--- src/rtl/jtag_bridge_pkg.sv ---
// Shared constants and width helpers for the JTAG stream bridge and its FIFOs.
package jtag_bridge_pkg;

    localparam int DEF_DATA_W = 8;
    localparam int DEF_DEPTH  = 64;

    function automatic int clog2(input int value);
        int r;
        r = 0;
        while ((1 << r) < value) r++;
        return r;
    endfunction

    // Occupancy counters need one extra bit so that "full" is representable.
    function automatic int level_w(input int depth);
        return clog2(depth) + 1;
    endfunction

endpackage

--- src/rtl/jtag_sync_fifo.sv ---
// Synchronous FIFO, non-showahead: q is registered and updates one cycle after a read.
// Writes while full and reads while empty are ignored; clear flushes pointers and count.
module jtag_sync_fifo import jtag_bridge_pkg::*; #(
    parameter int DATA_W = DEF_DATA_W,
    parameter int DEPTH  = DEF_DEPTH
) (
    input  logic                      clk,
    input  logic                      rst_n,
    input  logic                      clear,
    input  logic                      wr_en,
    input  logic [DATA_W-1:0]         wr_data,
    input  logic                      rd_en,
    output logic [DATA_W-1:0]         q,
    output logic [level_w(DEPTH)-1:0] count,
    output logic                      full,
    output logic                      empty
);
    localparam int AW = clog2(DEPTH);
    localparam int LW = AW + 1;

    logic [DATA_W-1:0] mem [DEPTH];
    logic [AW-1:0]     wptr, rptr;
    logic              do_wr, do_rd;

    assign full  = (count == LW'(DEPTH));
    assign empty = (count == '0);
    assign do_wr = wr_en & ~full & ~clear;
    assign do_rd = rd_en & ~empty & ~clear;

    always_ff @(posedge clk) begin
        if (do_wr) mem[wptr] <= wr_data;
    end

    always_ff @(posedge clk or negedge rst_n) begin
        if (!rst_n) begin
            wptr  <= '0;
            rptr  <= '0;
            count <= '0;
            q     <= '0;
        end else if (clear) begin
            wptr  <= '0;
            rptr  <= '0;
            count <= '0;
        end else begin
            if (do_wr) wptr <= wptr + 1'b1;
            if (do_rd) begin
                rptr <= rptr + 1'b1;
                q    <= mem[rptr];
            end
            count <= count + LW'(do_wr) - LW'(do_rd);
        end
    end

endmodule

--- src/rtl/jtag_stream_bridge.sv ---
// Stream bridge between user valid/ready streams and an Atlantic-style JTAG transport port.
// Optional internal TX->RX loopback is built when JTAG_STREAM_LOOPBACK_EN is defined.
module jtag_stream_bridge import jtag_bridge_pkg::*; #(
    parameter int DATA_W     = DEF_DATA_W,
    parameter int DEPTH      = DEF_DEPTH,
    parameter int TX_FIFO_EN = 1
) (
    input  logic                      clk,
    input  logic                      rst_n,
`ifdef JTAG_STREAM_LOOPBACK_EN
    input  logic                      loopback,
`endif
    input  logic                      clear,
    input  logic                      tx_valid,
    input  logic [DATA_W-1:0]         tx_data,
    output logic                      tx_ready,
    output logic                      rx_valid,
    output logic [DATA_W-1:0]         rx_data,
    input  logic                      rx_ready,
    output logic [level_w(DEPTH)-1:0] tx_level,
    output logic [level_w(DEPTH)-1:0] rx_level,
    output logic                      rx_overflow,
    output logic [DATA_W-1:0]         jtag_r_dat,
    input  logic                      jtag_r_ena,
    output logic                      jtag_r_val,
    input  logic [DATA_W-1:0]         jtag_t_dat,
    input  logic                      jtag_t_ena,
    output logic                      jtag_t_dav
);
    localparam int LW = level_w(DEPTH);

    logic              tx_push, tx_pop, tx_full, tx_empty, tx_out_vld;
    logic [DATA_W-1:0] tx_q;

    logic              rx_in_vld, rx_accept, rx_full, rx_take, out_free, q_to_out, bypass;
    logic              rf_push, rf_pop, rf_full, rf_empty, rq_vld, out_vld, t_dav_q;
    logic [DATA_W-1:0] rx_in_dat, rf_q, out_dat;
    logic [LW-1:0]     rf_cnt, rx_cnt, rx_cnt_next;

    // ---------------- TX: user -> JTAG ----------------
    assign tx_ready = ~tx_full;
    assign tx_push  = tx_valid & ~tx_full;
`ifdef JTAG_STREAM_LOOPBACK_EN
    assign tx_pop   = ~clear & ~tx_empty & (loopback ? ~rx_full : jtag_r_ena);
`else
    assign tx_pop   = ~clear & ~tx_empty & jtag_r_ena;
`endif

    generate
        if (TX_FIFO_EN != 0) begin : g_tx_fifo
            jtag_sync_fifo #(.DATA_W(DATA_W), .DEPTH(DEPTH)) u_tx_fifo (
                .clk     (clk),
                .rst_n   (rst_n),
                .clear   (clear),
                .wr_en   (tx_push),
                .wr_data (tx_data),
                .rd_en   (tx_pop),
                .q       (tx_q),
                .count   (tx_level),
                .full    (tx_full),
                .empty   (tx_empty)
            );
        end else begin : g_tx_reg
            // Single holding slot; q mirrors the FIFO's registered read port.
            logic              held;
            logic [DATA_W-1:0] hold_dat, q_r;

            always_ff @(posedge clk or negedge rst_n) begin
                if (!rst_n) begin
                    held     <= 1'b0;
                    hold_dat <= '0;
                    q_r      <= '0;
                end else if (clear) begin
                    held     <= 1'b0;
                end else if (tx_push) begin
                    held     <= 1'b1;
                    hold_dat <= tx_data;
                end else if (tx_pop) begin
                    held     <= 1'b0;
                    q_r      <= hold_dat;
                end
            end

            assign tx_full  = held;
            assign tx_empty = ~held;
            assign tx_q     = q_r;
            assign tx_level = LW'(held);
        end
    endgenerate

    always_ff @(posedge clk or negedge rst_n) begin
        if (!rst_n) tx_out_vld <= 1'b0;
        else        tx_out_vld <= tx_pop;
    end

    assign jtag_r_dat = tx_q;

    // ---------------- RX: JTAG -> user ----------------
`ifdef JTAG_STREAM_LOOPBACK_EN
    assign rx_in_vld  = loopback ? tx_out_vld : jtag_t_ena;
    assign rx_in_dat  = loopback ? tx_q       : jtag_t_dat;
    assign jtag_r_val = tx_out_vld & ~loopback;
    assign jtag_t_dav = t_dav_q & ~loopback;
`else
    assign rx_in_vld  = jtag_t_ena;
    assign rx_in_dat  = jtag_t_dat;
    assign jtag_r_val = tx_out_vld;
    assign jtag_t_dav = t_dav_q;
`endif

    // Occupancy spans storage, the FIFO read register and the output register.
    assign rx_cnt      = rf_cnt + LW'(rq_vld) + LW'(out_vld);
    assign rx_full     = (rx_cnt == LW'(DEPTH));
    assign rx_accept   = rx_in_vld & ~rx_full & ~clear;
    assign rx_take     = out_vld & rx_ready;
    assign out_free    = ~out_vld | rx_take;
    assign q_to_out    = out_free & rq_vld;
    // An empty pipeline lets a new word go straight to the output register.
    assign bypass      = rx_accept & out_free & ~rq_vld & rf_empty;
    assign rf_push     = rx_accept & ~bypass & ~rf_full;
    assign rf_pop      = ~rf_empty & (~rq_vld | q_to_out);
    assign rx_cnt_next = rx_cnt + LW'(rx_accept) - LW'(rx_take);

    jtag_sync_fifo #(.DATA_W(DATA_W), .DEPTH(DEPTH)) u_rx_fifo (
        .clk     (clk),
        .rst_n   (rst_n),
        .clear   (clear),
        .wr_en   (rf_push),
        .wr_data (rx_in_dat),
        .rd_en   (rf_pop),
        .q       (rf_q),
        .count   (rf_cnt),
        .full    (rf_full),
        .empty   (rf_empty)
    );

    always_ff @(posedge clk or negedge rst_n) begin
        if (!rst_n) begin
            rq_vld      <= 1'b0;
            out_vld     <= 1'b0;
            out_dat     <= '0;
            rx_overflow <= 1'b0;
            t_dav_q     <= 1'b1;
        end else if (clear) begin
            rq_vld      <= 1'b0;
            out_vld     <= 1'b0;
            rx_overflow <= 1'b0;
            t_dav_q     <= 1'b1;
        end else begin
            if (rf_pop)        rq_vld <= 1'b1;
            else if (q_to_out) rq_vld <= 1'b0;

            if (q_to_out) begin
                out_vld <= 1'b1;
                out_dat <= rf_q;
            end else if (bypass) begin
                out_vld <= 1'b1;
                out_dat <= rx_in_dat;
            end else if (rx_take) begin
                out_vld <= 1'b0;
            end

            if (rx_in_vld & rx_full) rx_overflow <= 1'b1;
            // Leaves one slot of slack for a transport reacting a cycle late.
            t_dav_q <= (rx_cnt_next <= LW'(DEPTH - 2));
        end
    end

    assign rx_valid = out_vld;
    assign rx_data  = out_dat;
    assign rx_level = rx_cnt;

endmodule
--- config.mk ---
export PLATFORM = sky130hd
export DESIGN_NAME = jtag_stream_bridge
export DESIGN_NICKNAME = d
export VERILOG_FILES = /design/src/rtl/jtag_bridge_pkg.sv /design/src/rtl/jtag_sync_fifo.sv /design/src/rtl/jtag_stream_bridge.sv
export SDC_FILE = /design/constraint.sdc
export NUM_CORES = 1
export LEC_CHECK = 0
export ABC_CLOCK_PERIOD_IN_PS = 5450
export BUFFER_PORTS_ARGS = -buffer_cell sky130_fd_sc_hd__buf_2
export CORE_ASPECT_RATIO = 0.75
export CORE_MARGIN = 2
export CORE_UTILIZATION = 50
export CTS_CLUSTER_SIZE = 25
export DETAILED_ROUTE_END_ITERATION = 6
export PLACE_DENSITY = 0.66
export SETUP_SLACK_MARGIN = 0.5
export SLEW_MARGIN = 15
export SYNTH_ARGS = -nofsm -noshare
export SYNTH_HDL_FRONTEND = slang
export SYNTH_SLANG_ARGS = --single-unit
--- constraint.sdc ---
create_clock -name clk -period 5.45 [get_ports clk]
set_clock_uncertainty 0.2 [all_clocks]
set_input_delay 0.545 -clock clk [delete_from_list [all_inputs] [get_ports clk]]
set_output_delay 0.545 -clock clk [all_outputs]
set_load 0.01 [all_outputs]
* Yosys cells after proc, flatten, opt, wreduce, memory -nomap -nowiden
Memories as Yosys holds them, arrays and structs flattened. A register that Yosys moved wholly into a read port is not among the register bits.
Cells that the tools add are included.
** Cells by class
- Add/subtract/negate cells :: 12
- $lt $le $gt $ge :: 1
- Equal/unequal tests :: 3
- Multiplexer cells :: 26
- Bitwise logic cells :: 33
- Reduce and logical (&&, ||, !) cells :: 15
** Operators by type and width (number)
- 2-to-1 mux 6 bit :: 8
- adder 7 x 1 -> 7 bit :: 5
- adder 6 x 1 -> 6 bit, second input constant :: 4
- bitwise AND 1 bit :: 22
- equality test 7 bit, second input constant :: 3
- subtractor 7 x 1 -> 7 bit :: 3
- 2-to-1 mux 8 bit :: 2
- logical NOT 7 bit :: 2
- 2-to-1 mux 1 bit :: 14
- 2-to-1 mux 7 bit :: 2
- nonzero test 2 bit :: 6
- NOT 1 bit :: 9
- less-or-equal comparator 7 x 6 -> 1 bit, second input constant :: 1
- AND reduction 2 bit :: 3
- nonzero test 4 bit :: 1
- nonzero test 3 bit :: 1
- logical NOT 1 bit :: 2
- bitwise OR 1 bit :: 2
** Word-level totals
- Bits in registers :: 51
- Bits in writable memories :: 1024
- Bits of input ports :: 23
- Output and inout bits :: 35
- Logic and storage cells :: 104
- Memories :: 2
** Memory list
- g_tx_fifo.u_tx_fifo.mem :: words 64, bits a word 8, rd ports 1, clocked after memory_dff 1, wr ports 1, RTL line jtag_sync_fifo.sv:21 : logic [DATA_W-1:0] mem [DEPTH];
- u_rx_fifo.mem :: words 64, bits a word 8, rd ports 1, clocked after memory_dff 1, wr ports 1, RTL line jtag_sync_fifo.sv:21

* Logic depth before layout (Yosys ltp)
- Word-level depth :: 17
- Depth in mapped cells :: 22

* Modules after synthesis
A second synthesis with hierarchy kept.
** Second synthesis, totals
- Cell total of the unflattened synthesis :: 2587
- Area total of the unflattened synthesis :: 44402.6 um^2
** Modules (own cells, without submodules)
- jtag_sync_fifo at g_tx_fifo.u_tx_fifo :: instances 1, cells an instance 1236, area each 21642.0 um^2
- jtag_sync_fifo at u_rx_fifo :: instances 1, cells an instance 1236, area each 21637.0 um^2
- jtag_stream_bridge :: instances 1, cells an instance 115, area each 1123.6 um^2

* Worst setup path before layout
Ideal clock, no wire load.
- Path type :: register -> register
- Start point :: reg rq_vld
- End point :: reg t_dav_q, in the netlist jtag_t_dav
- Library setup time :: 62 ps
- Data arrival time :: 3952 ps
- Path slack :: 1236 ps
- Stages on the path, launching flop included :: 23
- Path buffers :: 1
- Cell sequence :: dfrtp_1 > clkbuf_1 > inv_1 > fa_1 > inv_1 > ha_1 > nand2_1 > xnor2_1 > ha_1 > and4_1 > and2_1 > or2_2 > ha_1 > inv_1 > ha_1 > inv_1 > fa_1 > inv_1 > a21oi_1 > o21bai_1 > a31o_2 > xnor2_1 > o32a_1
** On the way
- Word-level cells in the longest chain between the ends :: 10
** Ends and longest elaborated chain
- start: declaration :: RTL line jtag_stream_bridge.sv:36 : logic rf_push, rf_pop, rf_full, rf_empty, rq_vld, out_vld, t_dav_q;
- start signal: assignment :: RTL line jtag_stream_bridge.sv:139 : rq_vld <= 1'b0;
- start signal: assignment :: RTL line jtag_stream_bridge.sv:145 : rq_vld <= 1'b0;
- start signal: assignment :: RTL line jtag_stream_bridge.sv:150 : if (rf_pop) rq_vld <= 1'b1;
- adder 7 x 1 -> 7 bit * (2 in a row) :: RTL line jtag_stream_bridge.sv:112 : assign rx_cnt = rf_cnt + LW'(rq_vld) + LW'(out_vld);
- equality test 7 bit :: RTL line jtag_stream_bridge.sv:113 : assign rx_full = (rx_cnt == LW'(DEPTH));
- NOT 1 bit :: RTL line jtag_stream_bridge.sv:114 : assign rx_accept = rx_in_vld & ~rx_full & ~clear;
- bitwise AND 1 bit (2 in a row) :: RTL line jtag_stream_bridge.sv:114
- adder 7 x 1 -> 7 bit * :: RTL line jtag_stream_bridge.sv:122 : assign rx_cnt_next = rx_cnt + LW'(rx_accept) - LW'(rx_take);
- subtractor 7 x 1 -> 7 bit * :: RTL line jtag_stream_bridge.sv:122
- less-or-equal comparator 7 x 6 -> 1 bit * :: RTL line jtag_stream_bridge.sv:165 : t_dav_q <= (rx_cnt_next <= LW'(DEPTH - 2));
- 2-to-1 mux 1 bit * :: RTL line jtag_stream_bridge.sv:144 : end else if (clear) begin
- end signal: assignment :: RTL line jtag_stream_bridge.sv:165
- end: declaration :: RTL line jtag_stream_bridge.sv:36
Every way passes the cells marked *; elsewhere a longest branch is shown, timed or not.
A chain may end at the register's enable or synchronous reset.

* Final worst setup path
- Start point :: reg rq_vld
- End point :: mem u_rx_fifo.mem[27][5] (netlist name) (enable)
** On the way
- Word-level cells in the longest chain between the ends :: 16
** Ends and longest elaborated chain
- adder 7 x 1 -> 7 bit (2 in a row) :: RTL line jtag_stream_bridge.sv:112
- equality test 7 bit :: RTL line jtag_stream_bridge.sv:113
- NOT 1 bit :: RTL line jtag_stream_bridge.sv:114
- bitwise AND 1 bit (2 in a row) :: RTL line jtag_stream_bridge.sv:114
- bitwise AND 1 bit (3 in a row) :: RTL line jtag_stream_bridge.sv:119 : assign bypass = rx_accept & out_free & ~rq_vld & rf_empty;
- NOT 1 bit :: RTL line jtag_stream_bridge.sv:120 : assign rf_push = rx_accept & ~bypass & ~rf_full;
- bitwise AND 1 bit * (2 in a row) :: RTL line jtag_stream_bridge.sv:120
- bitwise AND 1 bit * (2 in a row) :: RTL line jtag_sync_fifo.sv:27 : assign do_wr = wr_en & ~full & ~clear;
- 2-to-1 mux 1 bit * :: RTL line jtag_sync_fifo.sv:31 : if (do_wr) mem[wptr] <= wr_data;
- 2-to-1 mux 1 bit (implied by the code) * :: RTL line jtag_sync_fifo.sv:31
- end: declaration :: RTL line jtag_sync_fifo.sv:21
Marks and branches as above.

==> flow_metrics.env <==
export IMPL_arrival_ns=4.81
export IMPL_syn_area_per_cell_um2=19.2
export IMPL_ant_nets=0
export IMPL_yosysWarnings=0
export IMPL_clkTransAtPathRegs_ns=0.07
export IMPL_cts_setup_buffers=0
export IMPL_pre_cts_slack_ns=0.786
export IMPL_status="finished, final reports clean"
export IMPL_dp_cells=3380
export IMPL_ir_drop_mv=0.256
export IMPL_period_needed_ns=4.72
export IMPL_slew_headroom=0.227
export IMPL_drive_gt1_frac=0.211
export IMPL_track_usage=0.223
export IMPL_worstPathRequired_ns=5.54
export IMPL_final_nets=2409
export IMPL_rr_startpoint="rq_vld"
export IMPL_fin_util=0.561
export IMPL_overflow=0
export IMPL_hold_path_depth=4
export IMPL_r2r_slack_ns=0.73
export IMPL_cp_end_kind="flip-flop"
export IMPL_antenna_found_initial=1
export IMPL_firstDrtPassIters=7
export IMPL_rsz0062_at_grt="no"
export IMPL_core_rowCount=93
export IMPL_async_reset_ff_frac=0.0614
export IMPL_critPathKind="flip-flop to flip-flop"
export IMPL_fmax_mhz=212
export IMPL_drt_vias_per_instance=6.15
export IMPL_cts_buffer_depth=3
export IMPL_core_area_um2=86200
export IMPL_final_seq_area_um2=32400
export IMPL_p_leak_nw=15.3
export IMPL_die_area_um2=89700
export IMPL_n_antenna_cell=0
export IMPL_routed_wl_um=99200
export IMPL_htreeDepth=3
export IMPL_dp_hpwl_um=59200
export IMPL_synth_cells=2278
export IMPL_tns_ns=0
export IMPL_wl_per_cell_um=27.8
export IMPL_nFillCells=6382
export IMPL_holdCritPathClass="input pin to flip-flop"
export IMPL_place_congestion=0.840
export IMPL_start_util=0.506
export IMPL_grt_pass1_vias=22100
export IMPL_syn_area_um2=43700
export IMPL_drt_iter0_markers=2944
export IMPL_power_density_nw_per_um2=439
export IMPL_synthFlopType="edfxtp_1"
export IMPL_report_final_slew_viol_count=0
export IMPL_syn2layout_area_growth_pct=10.7
export IMPL_synth_edf_count=1024
export IMPL_hp_start="rx_ready"
export IMPL_cts_sinks=1091
export IMPL_setup_slack_ns=0.727
export IMPL_whs_ns=0.0478
export IMPL_die_width_um=345
export IMPL_synth_distinct_cells=65
export IMPL_ys_seq_elements=1091
export IMPL_maxCapViolations=0
export IMPL_worstPathMaxFanout=9
export IMPL_cp_start_kind="flip-flop"
export IMPL_vias=22000
export IMPL_cts_tree="done"
export IMPL_setup_viol=0
export IMPL_placed_cell_area_um2=45000
export IMPL_final_area_um2=48300
export IMPL_hold_end="rq_vld"
export IMPL_clock_latency_ns=0.66
export IMPL_multi_input_area_um2=10400
export IMPL_grt_first_pass_wirelength_um=148000
export IMPL_portBuffers=57
export IMPL_yosysSeqAreaShare=0.743
export IMPL_rr_worst_depth=12
export IMPL_fp_dieH_um=260
export IMPL_r2r_end="u_rx_fifo.mem[27][5]"
export IMPL_grt_max_degree=75
export IMPL_drc_errors=0
export IMPL_io_pin_count=58
export IMPL_hold_viol_final=0
export IMPL_cts_buffers=102
export IMPL_total_power_mw=21.2
export IMPL_clockRootBuffer="clkbuf_16"
export IMPL_post_route_period_util=0.867
export IMPL_tightest_slew_ns=1.16
export IMPL_synth_net_count=2341
export IMPL_fin_cells=3574
-- cell families (layout without fill, tap and decap cells) --
group                      after synthesis  after routing  share of synthesized area
DFF                                   1091           1091                      0.743
and+or+nand+nor                        437            437                     0.0453
muxes                                  318            318                      0.140
AOI/OAI and AO/OA                      195            195                     0.0329
buffers and inverters                  160            316                     0.0192
adders and majority gates               40             40                     0.0121
xor gates and xnor gates                37             37                    0.00759
-- power breakdown --
group | leakage, nW | switching (mW) | internal [mW]
logic | 3.59 | 2.24 | 2.09
clock network | 1.63 | 3.06 | 4.04
registers | 10.1 | 0.416 | 9.36
total | 15.3 | 5.72 | 15.5
-- cell usage in the layout, fill, tap and decap left out, types with 16 or more instances in the layout --
master	Yosys	final
a211oi_1	29	29
a21oi_1	17	17
a22oi_1	16	16
and2_1	20	20
buf_2	26	48
buf_4	18	33
clkbuf_1	43	21
clkbuf_16	0	105
clkinv_1	0	22
clkinv_2	0	18
dfrtp_1	66	60
edfxtp_1	1024	1024
ha_1	36	36
inv_1	38	37
mux2i_1	70	70
mux4_2	234	234
nand2_1	115	115
nand3_1	28	28
nor2_1	181	180
nor2b_1	20	20
o21ai_0	21	21
xnor2_1	22	22
-- worst max-delay path, cell delays in order, from the launching register on --
cell      delay [ns]
dfrtp_1         0.44
inv_1           0.08
fa_1            0.45
inv_1           0.09
ha_1            0.19
nand2_1         0.08
xnor2_1         0.16
ha_1            0.23
and4_1          0.25
a221oi_4        0.59
and2_1          0.26
nand2_1         0.53
nor2_1          0.79
-- metal layers --
metal	vias to the layer above	track usage	part of all wire
met1	11500	0.329	0.43
met2	1003	0.339	0.46
met5	-	0	0.00013
met4	2	0.0643	0.026
li1	9286	-	-
met3	174	0.0486	0.084
-- state kept, by name (all words and copies together), names as in the netlist --
signal / count
g_tx_fifo.u_tx_fifo.count: 7
u_rx_fifo.rptr: 6
u_rx_fifo.mem: 512
rx_data: 8
jtag_r_val: 1
u_rx_fifo.count: 7
g_tx_fifo.u_tx_fifo.wptr: 6
jtag_t_dav: 1
g_tx_fifo.u_tx_fifo.rptr: 6
rx_overflow: 1
u_rx_fifo.q: 8
g_tx_fifo.u_tx_fifo.q: 8
g_tx_fifo.u_tx_fifo.mem: 512
rx_valid: 1
rq_vld: 1
u_rx_fifo.wptr: 6
-- worst max-delay path by stage --
stage          startpoint              endpoint  slack, ns  cells past startpoint
2_1_floorplan      rq_vld            jtag_t_dav       1.24                     22
3_3_place_gp       rq_vld  u_rx_fifo.mem[27][7]       1.00                     12
3_5_place_dp       rq_vld  u_rx_fifo.mem[27][6]       0.79                     12
6_report           rq_vld  u_rx_fifo.mem[27][5]       0.73                     12
5_1_grt            rq_vld  u_rx_fifo.mem[27][5]       0.50                     11
4_1_cts            rq_vld  u_rx_fifo.mem[27][5]       0.74                     12
-- cells in the mapped netlist (all sizes together) (2+ instances only) --
cell / number / area, µm²
a21oi: 17 / 85.1
a31oi: 14 / 87.6
a22o: 2 / 17.5
o211ai: 16 / 155
or3: 6 / 37.5
o21ai: 28 / 140
or2: 5 / 31.3
and3: 2 / 12.5
o221ai: 7 / 61.3
buf: 79 / 534
fa: 4 / 80.1
a21o: 4 / 30.0
o21bai: 5 / 37.5
a211oi: 29 / 218
xor2: 14 / 123
inv: 38 / 143
mux2i: 70 / 701
nand2b: 8 / 50.1
mux2: 14 / 158
nor2b: 20 / 125
nand2: 118 / 450
nor3: 15 / 75.1
and2: 21 / 131
a211o: 6 / 52.6
o22a: 6 / 52.6
or3b: 3 / 26.3
nor2: 181 / 679
edfxtp: 1024 / 30700
xnor2: 23 / 209
a22oi: 16 / 120
nand3b: 5 / 37.5
dfrtp: 66 / 1650
mux4: 234 / 5270
and4: 2 / 17.5
ha: 36 / 450
nand4: 15 / 93.8
a221oi: 15 / 149
a311oi: 8 / 70.1
clkbuf: 43 / 161
o22ai: 15 / 93.8
nor3b: 4 / 30.0
nand3: 29 / 150
-- layout make-up --
| type | instances | share of cell area |
|---|---|---|
| Clock inverter | 60 | 0.0115 |
| Timing Repair Buffer | 86 | 0.0118 |
| Clock buffer | 132 | 0.0577 |
| Multi-Input combinational cell | 1027 | 0.215 |
| Sequential cell | 1091 | 0.671 |
| Inverter | 38 | 0.00295 |
| Tap cell | 1140 | 0.0295 |
-- timing repair --
action | CTS | global route
hold buffers | 2 | 0
hold endpoints to repair | 67 | 0
setup endpoints to repair | 0 | 24
gates resized for setup | 0 | 1
(Power assumes the default switching activity.)
